--- config.mk ---
export PLATFORM = sky130hd
export DESIGN_NAME = fifo_wr_arbiter
export DESIGN_NICKNAME = d
export VERILOG_FILES = /design/src/rtl/fifo_wr_arbiter.sv
export SDC_FILE = /design/constraint.sdc
export NUM_CORES = 1
export LEC_CHECK = 0
export BUFFER_PORTS_ARGS = -buffer_cell sky130_fd_sc_hd__buf_2
export CAP_MARGIN = 20
export CORE_ASPECT_RATIO = 0.9
export CORE_UTILIZATION = 35
export CTS_BUF_LIST = sky130_fd_sc_hd__clkbuf_8
export DETAILED_ROUTE_END_ITERATION = 10
export GPL_TIMING_DRIVEN = 0
export PLACE_DENSITY = 0.83
export REMOVE_ABC_BUFFERS = 1
export SLEW_MARGIN = 20
export SYNTH_ARGS = -nofsm -noshare
export SYNTH_HDL_FRONTEND = slang
export SYNTH_SLANG_ARGS = --single-unit
--- constraint.sdc ---
create_clock -name w_clk -period 1.95 [get_ports w_clk]
set_input_delay 0.195 -clock w_clk [delete_from_list [all_inputs] [get_ports w_clk]]
set_output_delay 0.195 -clock w_clk [all_outputs]
set_load 0.02 [all_outputs]
--- src/rtl/fifo_wr_arbiter.sv ---
// Purpose : round-robin arbiter that merges N_REQ requester word streams into one FIFO write port.
// Latency : one arbitration cycle per grant, then combinational ack/w_inc/wdata on each transfer cycle.
// Backpr. : w_full stalls the current burst (no ack, no w_inc); burst_cnt and owner hold until it clears.
//
// Ports
//   w_clk, wrst     : FIFO write clock, asynchronous active-high reset
//   req, req_data   : per-requester word-ready flag and word (requester i on [i*D_SIZE +: D_SIZE])
//   ack             : one-hot pulse, requester word consumed this cycle
//   w_full          : FIFO full flag (write-clock domain)
//   w_inc, wdata    : FIFO write enable and write data
//   busy, owner     : burst in progress, index of current grant holder (0 when idle)
//   burst_cnt       : words transferred in the current burst
module fifo_wr_arbiter #(
  parameter int D_SIZE    = 8,
  parameter int N_REQ     = 4,
  parameter int MAX_BURST = 4
) (
  input  logic                    w_clk,
  input  logic                    wrst,
  input  logic [N_REQ-1:0]        req,
  input  logic [N_REQ*D_SIZE-1:0] req_data,
  output logic [N_REQ-1:0]        ack,
  input  logic                    w_full,
  output logic                    w_inc,
  output logic [D_SIZE-1:0]       wdata,
  output logic                    busy,
  output logic [2:0]              owner,
  output logic [3:0]              burst_cnt
);

  // Width of a requester index; N_REQ is at least 2 so this is never zero.
  localparam int IW = (N_REQ > 1) ? $clog2(N_REQ) : 1;
  localparam logic [N_REQ-1:0] ONE_HOT0 = {{(N_REQ-1){1'b0}}, 1'b1};

  typedef enum logic {
    ST_IDLE  = 1'b0,
    ST_BURST = 1'b1
  } state_t;

  state_t        state_q, state_d;
  logic [IW-1:0] rr_ptr_q, rr_ptr_d;
  logic [IW-1:0] owner_q, owner_d;
  logic [3:0]    burst_cnt_q, burst_cnt_d;

  // ---------------------------------------------------------------------------
  // Circular first-one search starting at rr_ptr.
  // Scanning from the farthest offset down to offset 0 lets the closest hit
  // overwrite any farther one, so the final value is the first high req.
  // ---------------------------------------------------------------------------
  logic          pick_vld;
  logic [IW-1:0] pick_idx;
  logic [IW:0]   scan;

  always_comb begin
    pick_vld = 1'b0;
    pick_idx = '0;
    scan     = '0;
    for (int k = N_REQ - 1; k >= 0; k--) begin
      scan = {1'b0, rr_ptr_q} + (IW+1)'(k);
      if (scan >= (IW+1)'(N_REQ)) begin
        scan = scan - (IW+1)'(N_REQ);
      end
      if (req[scan[IW-1:0]]) begin
        pick_vld = 1'b1;
        pick_idx = scan[IW-1:0];
      end
    end
  end

  // ---------------------------------------------------------------------------
  // Owner's request flag and data word. Data is not registered: requesters
  // hold it stable until their ack.
  // ---------------------------------------------------------------------------
  logic              owner_req;
  logic [D_SIZE-1:0] owner_dat;

  always_comb begin
    owner_req = 1'b0;
    owner_dat = '0;
    for (int i = 0; i < N_REQ; i++) begin
      if (owner_q == IW'(i)) begin
        owner_req = req[i];
        owner_dat = req_data[i*D_SIZE +: D_SIZE];
      end
    end
  end

  // Priority after the current owner, wrapping at N_REQ (need not be a power of two).
  logic [IW-1:0] rr_next;
  assign rr_next = (owner_q == IW'(N_REQ - 1)) ? '0 : owner_q + 1'b1;

  // This transfer would be the last word the burst may carry.
  logic last_word;
  assign last_word = (burst_cnt_q == 4'(MAX_BURST - 1));

  // ---------------------------------------------------------------------------
  // Next-state / output logic
  // ---------------------------------------------------------------------------
  logic xfer;

  always_comb begin
    state_d     = state_q;
    rr_ptr_d    = rr_ptr_q;
    owner_d     = owner_q;
    burst_cnt_d = burst_cnt_q;
    xfer        = 1'b0;

    case (state_q)
      ST_IDLE: begin
        if (pick_vld) begin
          owner_d     = pick_idx;
          burst_cnt_d = 4'd0;
          state_d     = ST_BURST;
        end
      end

      ST_BURST: begin
        if (!owner_req) begin
          // Owner withdrew; ends the burst even when the FIFO is full.
          state_d  = ST_IDLE;
          rr_ptr_d = rr_next;
          owner_d  = '0;
        end else if (!w_full) begin
          xfer        = 1'b1;
          burst_cnt_d = burst_cnt_q + 4'd1;
          if (last_word) begin
            state_d  = ST_IDLE;
            rr_ptr_d = rr_next;
            owner_d  = '0;
          end
        end
        // Otherwise stalled on w_full: everything holds.
      end

      default: begin
        state_d = ST_IDLE;
      end
    endcase
  end

  // ---------------------------------------------------------------------------
  // State registers
  // ---------------------------------------------------------------------------
  always_ff @(posedge w_clk or posedge wrst) begin
    if (wrst) begin
      state_q     <= ST_IDLE;
      rr_ptr_q    <= '0;
      owner_q     <= '0;
      burst_cnt_q <= 4'd0;
    end else begin
      state_q     <= state_d;
      rr_ptr_q    <= rr_ptr_d;
      owner_q     <= owner_d;
      burst_cnt_q <= burst_cnt_d;
    end
  end

  // ---------------------------------------------------------------------------
  // Outputs. Everything is gated by the registered state so reset forces
  // them low immediately, without waiting for a clock edge.
  // ---------------------------------------------------------------------------
  assign busy      = (state_q == ST_BURST);
  assign w_inc     = xfer;
  assign ack       = xfer ? (ONE_HOT0 << owner_q) : '0;
  assign wdata     = xfer ? owner_dat : '0;
  assign owner     = 3'(owner_q);
  assign burst_cnt = burst_cnt_q;

endmodule

After elaboration in Yosys (flattened, before gate mapping) --
Cells that the tools add are included.
Word-level totals: output and inout port bits 21, word-level logic and storage cells 89, input port bits 39, register bits 9
Operators by class: equal/unequal tests 11, bitwise operators 1, magnitude comparators 8, add/sub/neg operators 9, shifts and indexed selects 1, reduce and logical (&&, ||, !) cells 4, muxes and demuxes 51
Operators by type and width (number):
- $mux 8 | 5
- $mux 2 | 16
- $mux 1 | 19
- $mux 4 | 4
- $lt 2x3->1 const B | 4
- $ge 3x3->1 const B | 3
- $reduce_and 3->1 | 3
- $bmux 1 s2 | 4
- $pmux 4 s2 | 1
- $sub 2x1->2 const B | 4
- $add 2x2->3 const B | 2
- $ne 2x2->1 const B | 3
- $add 4x1->4 const B | 1
- $eq 2x2->1 const B | 2
- $eq 4x2->1 const B | 1
- $ne 2x1->1 const B | 2
- $pmux 2 s2 | 1
- $shl 1x2->4 const A | 1
- $add 2x1->3 const B | 1
- $ge 2x3->1 const B | 1
- $ne 3x2->1 const B | 1
- $ne 3x3->1 const B | 1
- $add 2x1->2 const B | 1
- $eq 2x1->1 const B | 1
- other kinds (3) | 3

Depth between registers and ports, before layout --
Gate-level depths: netlist (run 1).
depth in word-level cells 11, depth in mapped cells 9, depth with buffers taken out 7

Worst setup path before layout (run 1) --
Ideal clock, no wire load.
path type register to output, start point reg owner_q[1], end point out wdata[0], arrival time 1902 ps, path slack -147 ps, stages on the path, launching flop included 10, path through dfrtp_1 inv_1 ha_1 buf_2 nor2b_1 clkbuf_1 a221oi_1 nor3_1 a21oi_1 nor2_1
Between the ends: cells in the longest elaborated chain, start to end 8
Ends and longest elaborated chain:
- start, declared | RTL line 42 | logic [IW-1:0] owner_q, owner_d;
- start signal, assigned | RTL line 153 | owner_q <= owner_d;
- $logic_not 2->1 | RTL line 81 | if (owner_q == IW'(i)) begin
- $mux 1 (4 in series) | RTL line 81
- $mux 1 | RTL line 118 | if (!owner_req) begin
- $mux 1 | RTL line 108 | case (state_q)
- $mux 8 (*) | RTL line 165 | assign wdata = xfer ? owner_dat : '0;
- end, declared | RTL line 25 | output logic [D_SIZE-1:0] wdata,
Every way passes the cells marked *; elsewhere a longest branch is shown, timed or not.

Final worst setup path (run 1) --
start point reg owner_q[0], end point out wdata[0]
The elaborated chain is that of the path after synthesis.

==> impl_metrics.tcl, run 1 <==
set metrics [dict create \
    min_path_cells 3 \
    grt_pass1_vias 1074 \
    drv_slew 0 \
    hold_viol_final 0 \
    grt_max_degree 11 \
    fin_crit_ns 2.10 \
    ys.flop_type "dfrtp_1" \
    regArea_um2 228 \
    dieArea_um2 2800 \
    r2r_cells 7 \
    cp-start-kind "register" \
    wl_met3_um 200 \
    hp-start "req[3]" \
    io_buffer_count 58 \
    cts_buffer_depth 2 \
    yosysSeqAreaShare_pct 24.8 \
    status "finished, violations left" \
    post_drt_wl_per_cell_um 13.9 \
    maxCapViolCount 0 \
    synth-seq-cells 9 \
    vias 1173 \
    fmax_mhz 476 \
    synth_top_family_by_area "simple AND/OR/NAND/NOR gates" \
    ios 60 \
    synth_cell_types 35 \
    antenna_left 0 \
    crit_type "reg2out" \
    n_fill_cell 179 \
    antenna_cells 0 \
    drive_gt1_share_pct 62.7 \
    netlist_area_um2 907 \
    via_per_inst 5.31 \
    drt_iter0_drc 42 \
    fin_cells 221 \
    root_buffer "clkbuf_8" \
    post-place-cells 195 \
    multi_input_area_um2 827 \
    yosys_warnings 0 \
    synthTopCellsByCount "nor2_1 (16), a21oi_1 (9), dfrtp_1 (9), nor2b_1 (9)" \
    numCtsBuffers 3 \
    r2r-end "rr_ptr_q[0]" \
    dieHeight_um 50.3 \
    setup_tns_ns -1.43 \
    grt_pass1_wl_mm 4.86 \
    core_um2 2450 \
    start_util_pct 37.1 \
    fin_nets 238 \
    htreeDepth 1 \
    synth-edff-count 0 \
    cp_data_required_time_ns 1.75 \
    p_leak_nw 0.823 \
    gp_congestion 0.809 \
    yosys.area_share.simple_pct 27.3 \
    min_to "owner_q[0]" \
    r2r_slack_ns 0.02 \
    setup-violations-final 11 \
    r2r-start "owner_q[0]" \
    synth_top_area_share_pct 24.8 \
    synthCells 118 \
    grt.overflow.total 0 \
    drt-pass1-iter-count 4 \
    cts.reportedPaths.clkPinSlew_ns 0.05 \
    worstHoldPathType "in2reg" \
    synthAdderAreaFrac_pct 6.90 \
    wl_mm 3.07 \
    highest_layer "met4" \
    dp_hpwl_mm 1.79 \
    synth_mux_area_share_pct 4.41 \
    cts_tree "built" \
    synthTopCellsByArea "dfrtp_1 (25%), a221oi_1 (7.7%), ha_1 (6.9%)" \
    synth_xor_area_share_pct 0.966 \
    crit_path_end_kind "primary output" \
    failed_checks "setup timing" \
    remaining_drc_errors 0 \
    track_usage_pct 21.9 \
    num_rows 17 \
    rsz0062_at_grt "yes" \
    route.met2.wl_mm 1.43 \
    area_delta_synth_final_pct 88.7 \
    fin_worst_skew_ns 0.00148 \
    clk_latency_ns 0.24 \
    antenna_found_initial 0 \
    synth-async-reset-ratio_pct 100 \
    yosysTopAreaCell "dfrtp_1" \
    cts_sinks 9 \
    yosysMostFrequentCell "nor2_1" \
    arrival_ns 1.91 \
    route.layer.met1.wl_mm 1.41 \
    crit_fanout 7 \
    ir_drop_mv 0.975 \
    period_share_pct 108 \
    power_density_nw_per_um2 1440 \
    die_w_um 55.7 \
    synth_compound_gate_area_share_pct 26.3 \
    avgSynthCellArea_um2 7.69 \
    postLayoutSetupSlackWorst_ns -0.152 \
]
-- how the worst max path moves through the flow --
stage,end,startpoint,cells after the start,slack (ns)
6_report,wdata[0],owner_q[0],7,-0.15
5_1_grt,wdata[0],owner_q[1],9,-0.25
4_1_cts,wdata[7],owner_q[0],7,-0.14
3_5_place_dp,ack[1],owner_q[0],7,-0.82
3_3_place_gp,ack[0],owner_q[0],7,-0.81
2_1_floorplan,ack[0],owner_q[0],7,-0.55
-- critical path, cell delays in order (launching register included) --
cell      delay [ns]
dfrtp_2         0.45
ha_4            0.20
nand3b_1        0.19
a221oi_4        0.31
o21ai_4         0.14
buf_6           0.15
nor2_1          0.08
buf_4           0.15
-- stage by stage --
step | total power, mW | hold slack, ns | util [%] | setup slack, ns | instance area (um^2)
after floorplan | 1.13 | 0.0229 | - | -0.547 | 857
after global placement | 1.40 | 0.178 | 48.3 | -0.811 | 1180
after detailed placement | 1.42 | 0.183 | 48.3 | -0.816 | 1180
after CTS | 2.15 | 0.305 | 64.0 | -0.143 | 1570
after global routing | 2.63 | 0.389 | 70.0 | -0.250 | 1710
final | 2.46 | 0.343 | 70.0 | -0.152 | 1710
-- cell families (layout without fill, tap and decap cells) --
group                      after synthesis  count (layout)
and+or+nand+nor                         49              49
AOI/OAI and AO/OA                       33              33
buffers and inverters                   17              92
DFF                                      9               9
adders and majority gates                5               5
muxes                                    3               3
other                                    1               1
xor gates and xnor gates                 1               1
-- what timing repair did --
action,CTS,global route
pin swaps,18,13
hold buffers,1,0
endpoints found under the setup margin,22,19
gates resized for setup,51,21
buffers inserted,19,2
endpoints found under the hold margin,9,0
-- flip-flops by register name, indices dropped and copies added (netlist names) --
name / flops
burst_cnt: 4
rr_ptr_q: 2
busy: 1
owner_q: 2
-- cell usage in the layout (no fill, tap or decap), types with 2 or more instances in the layout --
cell	count
a21oi_1	8
a221oi_2	6
a221oi_4	3
and2_4	5
buf_2	46
buf_4	21
buf_6	11
clkbuf_8	3
dfrtp_1	7
dfrtp_2	2
ha_4	4
inv_1	6
inv_4	2
mux2_4	2
nand2_1	4
nor2_1	12
nor2_2	2
nor2_4	2
nor2b_1	8
nor3_1	6
nor3_2	2
o211ai_1	3
o21ai_0	2
o31ai_1	2
o32ai_2	2
-- layer usage --
layer | up-vias | GRT usage, %
li1 | 571 | -
met1 | 545 | 26.9
met2 | 54 | 39.6
met3 | 3 | 3.35
met4 | 0 | 6.25
met5 | - | 0
-- report_power, final --
group	switching [mW]	internal, mW
clock	0.0805	0.138
combinational	0.916	0.976
sequential	0.0916	0.256
-- final cells by class --
type                       instances  area share, %
clock buffer                       3           2.41
clock inverter                     1          0.219
inverter                           8           2.05
multi-input combinational         92           48.3
sequential                         9           13.3
tap                               28           2.05
timing repair buffer              80           31.7
Note: power is estimated with default switching activity, not from simulation.
==> run 2: changes to the inputs <==
Settings changed: CELL_PAD_IN_SITES_DETAIL_PLACEMENT from default to 1, CELL_PAD_IN_SITES_GLOBAL_PLACEMENT from default to 1, CORE_UTILIZATION 35 to 26, PLACE_DENSITY 0.83 to 0.9.
==> impl_metrics.tcl, run 2 (synthesized netlist as in run 1, its figures left out) <==
set metrics [dict create \
    fin_crit_ns 2.16 \
    io_buffer_count 58 \
    dp_hpwl_mm 2.34 \
    drt_iter0_drc 49 \
    hold_viol_final 0 \
    start_util_pct 28.5 \
    track_usage_pct 19.3 \
    drive_gt1_share_pct 53.7 \
    p_sw_share_pct 45.2 \
    die_w_um 64.3 \
    p_total_mw 2.24 \
    maxCapViolCount 0 \
    fin_util_pct 49.2 \
    cts.reportedPaths.clkPinSlew_ns 0.05 \
    ir_drop_mv 0.726 \
    p_leak_nw 0.757 \
    cp-start-kind "register" \
    antenna_found_initial 0 \
    crit_type "reg2out" \
    slowest_delay_ns 0.46 \
    arrival_ns 1.96 \
    cp_num_buf_inv 3 \
    pre_cts_slack_ns -1.01 \
    failed_checks "setup timing" \
    numCtsBuffers 3 \
    rsz0062_at_grt "yes" \
    cts_tree "built" \
    crit_fanout 20 \
    setup_tns_ns -2.21 \
    setup-violations-final 15 \
    gp_congestion 0.780 \
    post_drt_wl_per_cell_um 15.2 \
    pwr-share-clk_pct 10.3 \
    p_int_mw 1.22 \
    p_switching_mw 1.01 \
    power_density_nw_per_um2 1430 \
    antenna_left 0 \
    grt_max_degree 21 \
    layout_common_cells "buf_2 (48), buf_4 (19), nor2_1 (12), a21oi_1 (9)" \
    fmax_mhz 464 \
    antenna_cells 0 \
    core_um2 3190 \
    ios 60 \
    via_per_inst 5.07 \
    critPathTopFamily "flip-flops" \
    largest_reg_flops 4 \
    power_frac_seq_pct 15.7 \
    grt_pass1_wl_mm 5.56 \
    crit_chain "buf_4 -> ha_4 -> and2_1 -> o21ai_4 -> inv_1 -> and2_1 -> buf_4" \
    status "finished, violations left" \
    wl_mm 3.50 \
    crit_path_end_kind "primary output" \
    drt-pass1-iter-count 4 \
    htreeDepth 1 \
    pwr-share-comb_pct 74.0 \
    mostFrequentLayoutCell "buf_2" \
    remaining_drc_errors 0 \
    crit_path_top_delay_cell "dfrtp_2" \
    grt.overflow.total 0 \
    cts_sinks 9 \
    clk_latency_ns 0.25 \
    area_delta_synth_final_pct 72.7 \
    dieArea_um2 3730 \
    cts_buffer_depth 2 \
    postLayoutSetupSlackWorst_ns -0.206 \
    fin_nets 233 \
    grt_pass1_vias 1131 \
    cp_data_required_time_ns 1.75 \
    dieHeight_um 58.0 \
    period_share_pct 111 \
    fin_worst_skew_ns 0.000225 \
    worstHoldPathType "in2reg" \
    num_rows 19 \
    vias 1165 \
    root_buffer "clkbuf_8" \
    drv_slew 0 \
]
## run 2: cell types whose count changed in the layout (fill, tap and decap cells not counted), moves of 4 or more
cell      before  now
a221oi_2       6    0
a221oi_1       0    8
buf_6         11    6
and2_4         5    1
and2_1         1    5
## run 2: cell type report
| class | count | area (um^2) |
|---|---|---|
| Clock buffer | 3 | 41.3 |
| Fill cell | 378 | 1620 |
| Clock inverter | 1 | 3.75 |
| Inverter | 8 | 32.5 |
| Sequential cell | 9 | 228 |
| Multi-Input combinational cell | 92 | 728 |
| Timing Repair Buffer | 75 | 480 |
| Tap cell | 42 | 52.6 |
## run 2: what timing repair did
item,4_1_cts,5_1_grt
hold endpoints to repair,9,0
hold buffers,1,0
resized for setup,32,13
pin swaps,5,6
setup endpoints to repair,22,21
setup buffers,12,5
## run 2: metrics by stage
step / std cells / hold slack [ns] / cell area [um^2]
2_1_floorplan: 109 / 0.0229 / 857
3_3_place_gp: 209 / 0.180 / 1200
3_5_place_dp: 209 / 0.190 / 1200
4_1_cts: 226 / 0.320 / 1480
5_1_grt: 230 / 0.382 / 1570
6_report: 230 / 0.369 / 1570
## run 2: routing by layer
| layer | GRT usage (%) | part of all wire (%) | vias to the layer above |
|---|---|---|---|
| met1 | 23.4 | 43 | 544 |
| li1 | - | - | 562 |
| met4 | 9.21 | 2.3 | 0 |
| met2 | 32.5 | 46 | 50 |
| met5 | 0 | 0 | - |
| met3 | 4.33 | 8.3 | 9 |
## run 2: power groups by stage
stage,Clock (mW),Combinational (mW),Sequential [mW]
5_1_grt,0.238,1.81,0.359
3_5_place_dp,0,1.12,0.337
2_1_floorplan,0,0.758,0.372
6_report,0.231,1.65,0.350
3_3_place_gp,0,1.08,0.336
4_1_cts,0.232,1.50,0.340
## run 2: tightest hold or removal path, delay by kind of cell
kind | cells | cell delay, ns
buffers and inverters | 1 | 0.15
and+or+nand+nor | 1 | 0.13
AOI/OAI and AO/OA | 1 | 0.10
## run 2: path summary, 6_finish.rpt
check                             startpoint      endpoint  slack, ns  cells past startpoint
max in group asynchronous               wrst    owner_q[1]       1.20                      3
worst max-delay path              owner_q[0]        ack[0]      -0.21                      7
min in group asynchronous               wrst          busy       0.47                      3
worst min register to register  burst_cnt[3]  burst_cnt[3]       0.53                      1
worst min-delay path                  req[3]    owner_q[0]       0.37                      3
worst max register to register    owner_q[0]   rr_ptr_q[1]      -0.05                      7
